`src/rtl/shift_sequencer_if.sv`:
```
// Handshake bundle between a producer, the shift sequencer and a consumer.
// The slave modport is the sequencer's view; master is the producer/consumer side.
interface shift_sequencer_if #(
  parameter int WIDTH = 4,
  parameter int AMTW  = 3
);
  logic             in_valid;
  logic             in_ready;
  logic [WIDTH-1:0] in_data;
  logic [AMTW-1:0]  in_amt;
  logic             in_mode;
  logic             out_valid;
  logic             out_ready;
  logic [WIDTH-1:0] out_data;
  logic             busy;

  modport slave (
    input  in_valid, in_data, in_amt, in_mode, out_ready,
    output in_ready, out_valid, out_data, busy
  );

  modport master (
    output in_valid, in_data, in_amt, in_mode, out_ready,
    input  in_ready, out_valid, out_data, busy
  );
endinterface

```
`src/rtl/shift_sequencer.sv`:
```
// Multi-cycle arithmetic/logical right shifter, one bit per cycle,
// with valid/ready handshakes on both sides.
//
// state | meaning
// IDLE  | ready for a new word
// SHIFT | shifting one bit per cycle, cnt_q shifts remaining
// DONE  | result presented, waiting for downstream accept
module shift_sequencer #(
  parameter int WIDTH = 4,
  parameter int AMTW  = 3
) (
  input  logic              clk,
  input  logic              rst,
  shift_sequencer_if.slave  sif
);

  typedef enum logic [1:0] {IDLE, SHIFT, DONE} state_t;

  state_t           state_q;
  logic [WIDTH-1:0] r_q;
  logic [AMTW-1:0]  cnt_q;
  logic             m_q;
  logic             in_ready_q;
  logic             out_valid_q;
  logic             busy_q;
  logic [WIDTH-1:0] r_shift_d;

  assign r_shift_d = {(m_q & r_q[WIDTH-1]), r_q[WIDTH-1:1]};

  always_ff @(posedge clk or posedge rst) begin
    if (rst) begin
      state_q     <= IDLE;
      r_q         <= '0;
      cnt_q       <= '0;
      m_q         <= 1'b0;
      in_ready_q  <= 1'b1;
      out_valid_q <= 1'b0;
      busy_q      <= 1'b0;
    end else begin
      case (state_q)
        IDLE: begin
          if (sif.in_valid && in_ready_q) begin
            r_q        <= sif.in_data;
            cnt_q      <= sif.in_amt;
            m_q        <= sif.in_mode;
            in_ready_q <= 1'b0;
            if (sif.in_amt == '0) begin
              state_q     <= DONE;
              out_valid_q <= 1'b1;
            end else begin
              state_q <= SHIFT;
              busy_q  <= 1'b1;
            end
          end
        end
        SHIFT: begin
          r_q   <= r_shift_d;
          cnt_q <= cnt_q - 1'b1;
          // cnt_q==1 means this edge performs the last shift
          if (cnt_q == AMTW'(1)) begin
            state_q     <= DONE;
            busy_q      <= 1'b0;
            out_valid_q <= 1'b1;
          end
        end
        DONE: begin
          if (sif.out_ready && out_valid_q) begin
            state_q     <= IDLE;
            out_valid_q <= 1'b0;
            in_ready_q  <= 1'b1;
          end
        end
        default: begin
          state_q     <= IDLE;
          in_ready_q  <= 1'b1;
          out_valid_q <= 1'b0;
          busy_q      <= 1'b0;
        end
      endcase
    end
  end

  assign sif.in_ready  = in_ready_q;
  assign sif.out_valid = out_valid_q;
  assign sif.out_data  = r_q;
  assign sif.busy      = busy_q;

endmodule
```
`src/flat_wrapper.sv`:
```
// flat-port wrapper written by rule: the top's interface ports become plain ports
module shift_sequencer_flat 
#(
  parameter int WIDTH = 4,
  parameter int AMTW  = 3
)
  (clk, rst, sif_in_valid, sif_in_data, sif_in_amt, sif_in_mode, sif_out_ready, sif_in_ready, sif_out_valid, sif_out_data, sif_busy);
  shift_sequencer_if #(.WIDTH(WIDTH), .AMTW(AMTW)) sif_i ();
  input  logic clk;
  input  logic rst;
  input wire logic [$bits(sif_i.in_valid)-1:0] sif_in_valid;
  input wire logic [$bits(sif_i.in_data)-1:0] sif_in_data;
  input wire logic [$bits(sif_i.in_amt)-1:0] sif_in_amt;
  input wire logic [$bits(sif_i.in_mode)-1:0] sif_in_mode;
  input wire logic [$bits(sif_i.out_ready)-1:0] sif_out_ready;
  output wire logic [$bits(sif_i.in_ready)-1:0] sif_in_ready;
  output wire logic [$bits(sif_i.out_valid)-1:0] sif_out_valid;
  output wire logic [$bits(sif_i.out_data)-1:0] sif_out_data;
  output wire logic [$bits(sif_i.busy)-1:0] sif_busy;
  assign sif_i.in_valid = sif_in_valid;
  assign sif_i.in_data = sif_in_data;
  assign sif_i.in_amt = sif_in_amt;
  assign sif_i.in_mode = sif_in_mode;
  assign sif_i.out_ready = sif_out_ready;
  assign sif_in_ready = sif_i.in_ready;
  assign sif_out_valid = sif_i.out_valid;
  assign sif_out_data = sif_i.out_data;
  assign sif_busy = sif_i.busy;
  shift_sequencer #(.WIDTH(WIDTH), .AMTW(AMTW)) u_core (.clk(clk), .rst(rst), .sif(sif_i));
endmodule
```
`config.mk`:
```
export PLATFORM = sky130hd
export DESIGN_NAME = shift_sequencer_flat
export DESIGN_NICKNAME = d
export VERILOG_FILES = /design/src/rtl/shift_sequencer_if.sv /design/src/rtl/shift_sequencer.sv /design/src/flat_wrapper.sv
export SDC_FILE = /design/constraint.sdc
export NUM_CORES = 1
export LEC_CHECK = 0
export ABC_CLOCK_PERIOD_IN_PS = 1300
export CAP_MARGIN = 10
export CORE_MARGIN = 2
export CORE_UTILIZATION = 44
export CTS_BUF_LIST = sky130_fd_sc_hd__clkbuf_8
export DETAILED_ROUTE_END_ITERATION = 8
export PLACE_DENSITY = 0.85
export SLEW_MARGIN = 20
export SYNTH_ARGS = -nofsm -noshare
export SYNTH_HDL_FRONTEND = slang
export SYNTH_SLANG_ARGS = --single-unit
```
`constraint.sdc`:
```
create_clock -name clk -period 1.3 [get_ports clk]
set_input_delay 0.26 -clock clk [delete_from_list [all_inputs] [get_ports clk]]
set_output_delay 0.26 -clock clk [all_outputs]
set_load 0.1 [all_outputs]
```
### Word-level counts from Yosys, hierarchy flattened

Index checks and enable logic that the tools add are counted.

* equal/unequal tests: 8
* add/subtract/negate cells: 1
* mux-type cells: 21
* bitwise logic cells: 3
* reductions and logical operators: 11

Operators by type and width (number)
* 2-to-1 mux 1 bit: 9
* one-hot mux 1 bit (3 select lines): 3
* 2-to-1 mux 2 bit: 4
* inequality test 2 x 1 -> 1 bit, second input constant: 4
* one-hot mux 4 bit (2 select lines): 1
* AND reduction 4 bit: 2
* one-hot mux 2 bit (3 select lines): 1
* one-hot mux 3 bit (2 select lines): 1
* AND reduction 3 bit: 2
* 2-to-1 mux 4 bit: 1
* AND reduction 2 bit: 2
* equality test 3 x 1 -> 1 bit, second input constant: 1
* logical NOT 3 bit: 1
* 2-to-1 mux 3 bit: 1
* subtractor 3 x 1 -> 3 bit, second input constant: 1
* equality test 2 x 1 -> 1 bit, second input constant: 1
* equality test 2 bit, second input constant: 1
* logical AND 1 bit: 2
* logical NOT 2 bit: 1
* inequality test 2 bit, second input constant: 1
* inverter 1 bit: 2
* nonzero test 2 bit: 1
* bitwise AND 1 bit: 1

* logic and storage cells: 51
* input port bits: 12
* output and inout bits: 7
* register bits: 13

### Logic depth before layout (Yosys ltp)

* depth in word-level cells: 4
* gate-level depth with buffers: 5
* mapped depth without buffers: 5

### Worst setup path before layout

No wires, ideal clock.

* kind: reg2reg
* start: reg u_core.in_ready_q, in the netlist u_core.sif.in_ready
* end: reg u_core.m_q
* period minus slack after synthesis: 1.676 ns
* library setup time: 0.125 ns
* cell stages (with the launch flop): 3
* data required time: 1.175 ns
* buffers on the path: 0
* arrival: 1.551 ns
* slack: -0.376 ns
* cell sequence: dfstp_2 and4bb_1 mux2_2

* cells in the longest elaborated chain, start to end: 2

RTL lines
* start: declaration: line shift_sequencer.sv:23 `logic in_ready_q;`
* start signal: assignment: line shift_sequencer.sv:36 `in_ready_q <= 1'b1;`
* start signal: assignment: line shift_sequencer.sv:46 `in_ready_q <= 1'b0;`
* start signal: assignment: line shift_sequencer.sv:70 `in_ready_q <= 1'b1;`
* logical AND 1 bit: line shift_sequencer.sv:42 `if (sif.in_valid && in_ready_q) begin`
* AND reduction 2 bit (no source line)
* end signal: assignment: line shift_sequencer.sv:45 `m_q <= sif.in_mode;`
* end: declaration: line shift_sequencer.sv:22 `logic m_q;`

Every way passes these cells.
A chain may end at the register's enable or synchronous reset.

### Worst setup path after layout

* start: reg u_core.in_ready_q, in the netlist u_core.sif.in_ready
* end: out sif_in_ready

RTL lines
* end: declaration: line flat_wrapper.sv:16 `output wire logic [$bits(sif_i.in_ready)-1:0] sif_in_ready;`

No word-level cell between the ends.

==> flow_summary.json <==
{
  "finClkSkew_ns": 0.00430,
  "layout_setup_ws_ns": -0.0870,
  "avgSynthCellArea_um2": 9.65,
  "nNetsFinal": 123,
  "cts_root_buf": "clkbuf_8",
  "num_io_pins": 19,
  "port_buffers": 18,
  "power.leakage_uw": 0.000539,
  "path_clk_slew_ns": 0.05,
  "drive_gt1_share_pct": 32.4,
  "design_area_um2": 1190,
  "via_per_inst": 5.73,
  "synth_area_leaders": "dfrtp_1 40%, a22oi_1 5.1%, a21oi_1 4.7%",
  "setup_viol": 6,
  "crit_type": "reg -> out",
  "core-area_um2": 1540,
  "syn-instance-count": 77,
  "drv_cap": 0,
  "netlist_area_um2": 743,
  "synth-seq-cells": 13,
  "initial_core_util_pct": 48.2,
  "die_x_um": 45.1,
  "grt_pass1_vias": 740,
  "grt-ovfl-total": 0,
  "grt_max_degree": 21,
  "cts_tree": "yes",
  "drcViolationCount": 0,
  "layout_common_cells": "11 x buf_4, 10 x clkdlybuf4s50_1, 10 x dfrtp_1, 8 x buf_12, 6 x inv_1",
  "grt_first_pass_wirelength_um": 3280,
  "hold_violations": 0,
  "netlist-cell-type-count": 29,
  "clockBufferDepth": 2,
  "r2r_cells": 4,
  "rsz0062_at_grt": "yes",
  "drt_iter0_drc": 10,
  "synth_top_family_by_area": "compound AO/OA/AOI/OAI gates",
  "grt_usage_pct": 23.2,
  "dp_hpwl_um": 1430,
  "cts_buffers": 3,
  "finalCritPeriodShare_pct": 107,
  "wirelength_um": 2020,
  "synth-xor-area-share_pct": 0,
  "synth_nets": 91,
  "antenna_found_initial": 0,
  "power_uw": 2940,
  "finalWeightedCongestion": 0.816,
  "critPathRequiredTime_ns": 1.04,
  "slew_viol_final": 0,
  "synthAdderAreaFrac_pct": 3.37,
  "synthFlopType": "dfrtp_1",
  "hold_class": "in -> async",
  "die-height_um": 45.1,
  "synth_edf_count": 0,
  "setup_tns_ns": -0.255,
  "status": "finished, violations left",
  "yosysTopAreaCell": "dfrtp_1",
  "ys_seq_area_share_pct": 43.9,
  "ant_nets": 0,
  "num_rows": 14,
  "vias": 710,
  "yosys.area_share.simple_pct": 21.0,
  "final_core_util_pct": 77.0,
  "arrival_ns": 1.13,
  "worst_pin_slew_ns": 0.282,
  "relSlewSlack_pct": 81.1,
  "rrSetupSlack_ns": -0.07,
  "cts_sinks": 13,
  "place_inst": 118,
  "synthArstFlopShare_pct": 100,
  "r2r_start": "u_core.sif.in_ready",
  "critPathLaunchType": "flip-flop",
  "cellPowerDensity_nw_per_um2": 2480,
  "crit_fanout": 4,
  "fmax_mhz": 721,
  "dieArea_um2": 2030,
  "n_antenna_cell": 0,
  "final_common_cell": "buf_4",
  "wl_per_cell_um": 16.3,
  "violations": "negative setup slack",
  "critPathCaptureType": "output pin",
  "dpl_cell_area_um2": 1100,
  "syn_to_final_growth_pct": 59.8,
  "fin_crit_ns": 1.39,
  "yosys_warnings": 0,
  "irDropWorstVdd_mv": 1.80,
  "synth_compound_area_share_pct": 24.9,
  "first_pass_iters": 4,
  "clk_latency_ns": 0.24,
  "htree_levels": 1,
  "yosys.area.top_type_share_pct": 40.4,
  "r2r_end": "u_core.state_q[0]",
  "synth_mux_area_share_pct": 1.52,
  "layout.cells.non_filler": 124
}
==> timing repair <==
item                                    CTS  global route
hold buffers                              0             0
resized for setup                         6             5
endpoints found under the setup margin    4            11
pin swaps                                 0             0
buffers inserted                          2             0
==> layout make-up <==
cell class / count / area [um2]
sequential: 13 / 333
clock inverter: 1 / 3.75
multi-input combinational: 55 / 404
fill: 104 / 354
tap: 16 / 20.0
clock buffer: 3 / 41.3
timing repair buffer: 31 / 367
inverter: 5 / 18.8
==> through the flow <==
stage | hold slack [ns] | worst slack (ns)
after floorplan | 0.136 | -0.234
after global placement | 0.513 | -0.253
after detailed placement | 0.499 | -0.298
after CTS | 0.307 | -0.0889
after global routing | 0.334 | -0.118
final | 0.303 | -0.0870
==> logic make-up after synthesis <==
logic type / Yosys count
AO/OA/AOI/OAI: 28
AND/OR/NAND/NOR: 24
flip-flops: 13
buffers and inverters: 9
adder cells (fa/ha/maj): 2
multiplexers: 1
==> registers in the layout, indices dropped and copies added, names as in the netlist <==
| register | count |
|---|---|
| u_core.cnt_q | 3 |
| u_core.sif.busy | 1 |
| u_core.m_q | 1 |
| u_core.state_q | 2 |
| u_core.sif.in_ready | 1 |
| u_core.sif.out_valid | 1 |
| u_core.sif.out_data | 4 |
==> report_power, final <==
part           switching [uW]  internal [uW]
registers                 204            587
logic                    1040            769
clock network             136            208
==> metal layers <==
| layer | GRT usage (%) | vias up | routed length, um |
|---|---|---|---|
| met5 | 0 | - | 0 |
| met4 | 7.06 | 0 | 14 |
| met3 | 7.60 | 2 | 76 |
| met2 | 41.1 | 21 | 1110 |
| met1 | 26.3 | 345 | 823 |
| li1 | - | 342 | - |
==> synth_stat cells, types with 2 or more instances <==
cell,number
nand2b_1,3
a21o_1,2
dfrtp_1,12
nand2_1,4
ha_1,2
o21ai_0,7
inv_1,5
nor2b_1,5
and4b_1,3
a22oi_1,5
a21oi_1,7
buf_2,4
o22ai_1,2
==> worst max-delay path: stages, from the launching register on <==
cell     delay (ns)
dfstp_4        0.63
buf_6          0.10
buf_12         0.16
==> worst max-delay path by stage <==
stage | start | to
CTS | u_core.sif.in_ready | sif_in_ready
finish | u_core.sif.in_ready | sif_in_ready
detailed placement | sif_in_valid | u_core.m_q
floorplan | u_core.sif.in_ready | u_core.m_q
global route | u_core.sif.in_ready | sif_in_ready
global placement | sif_in_valid | u_core.m_q
Note: power is estimated with default switching activity, not from simulation.
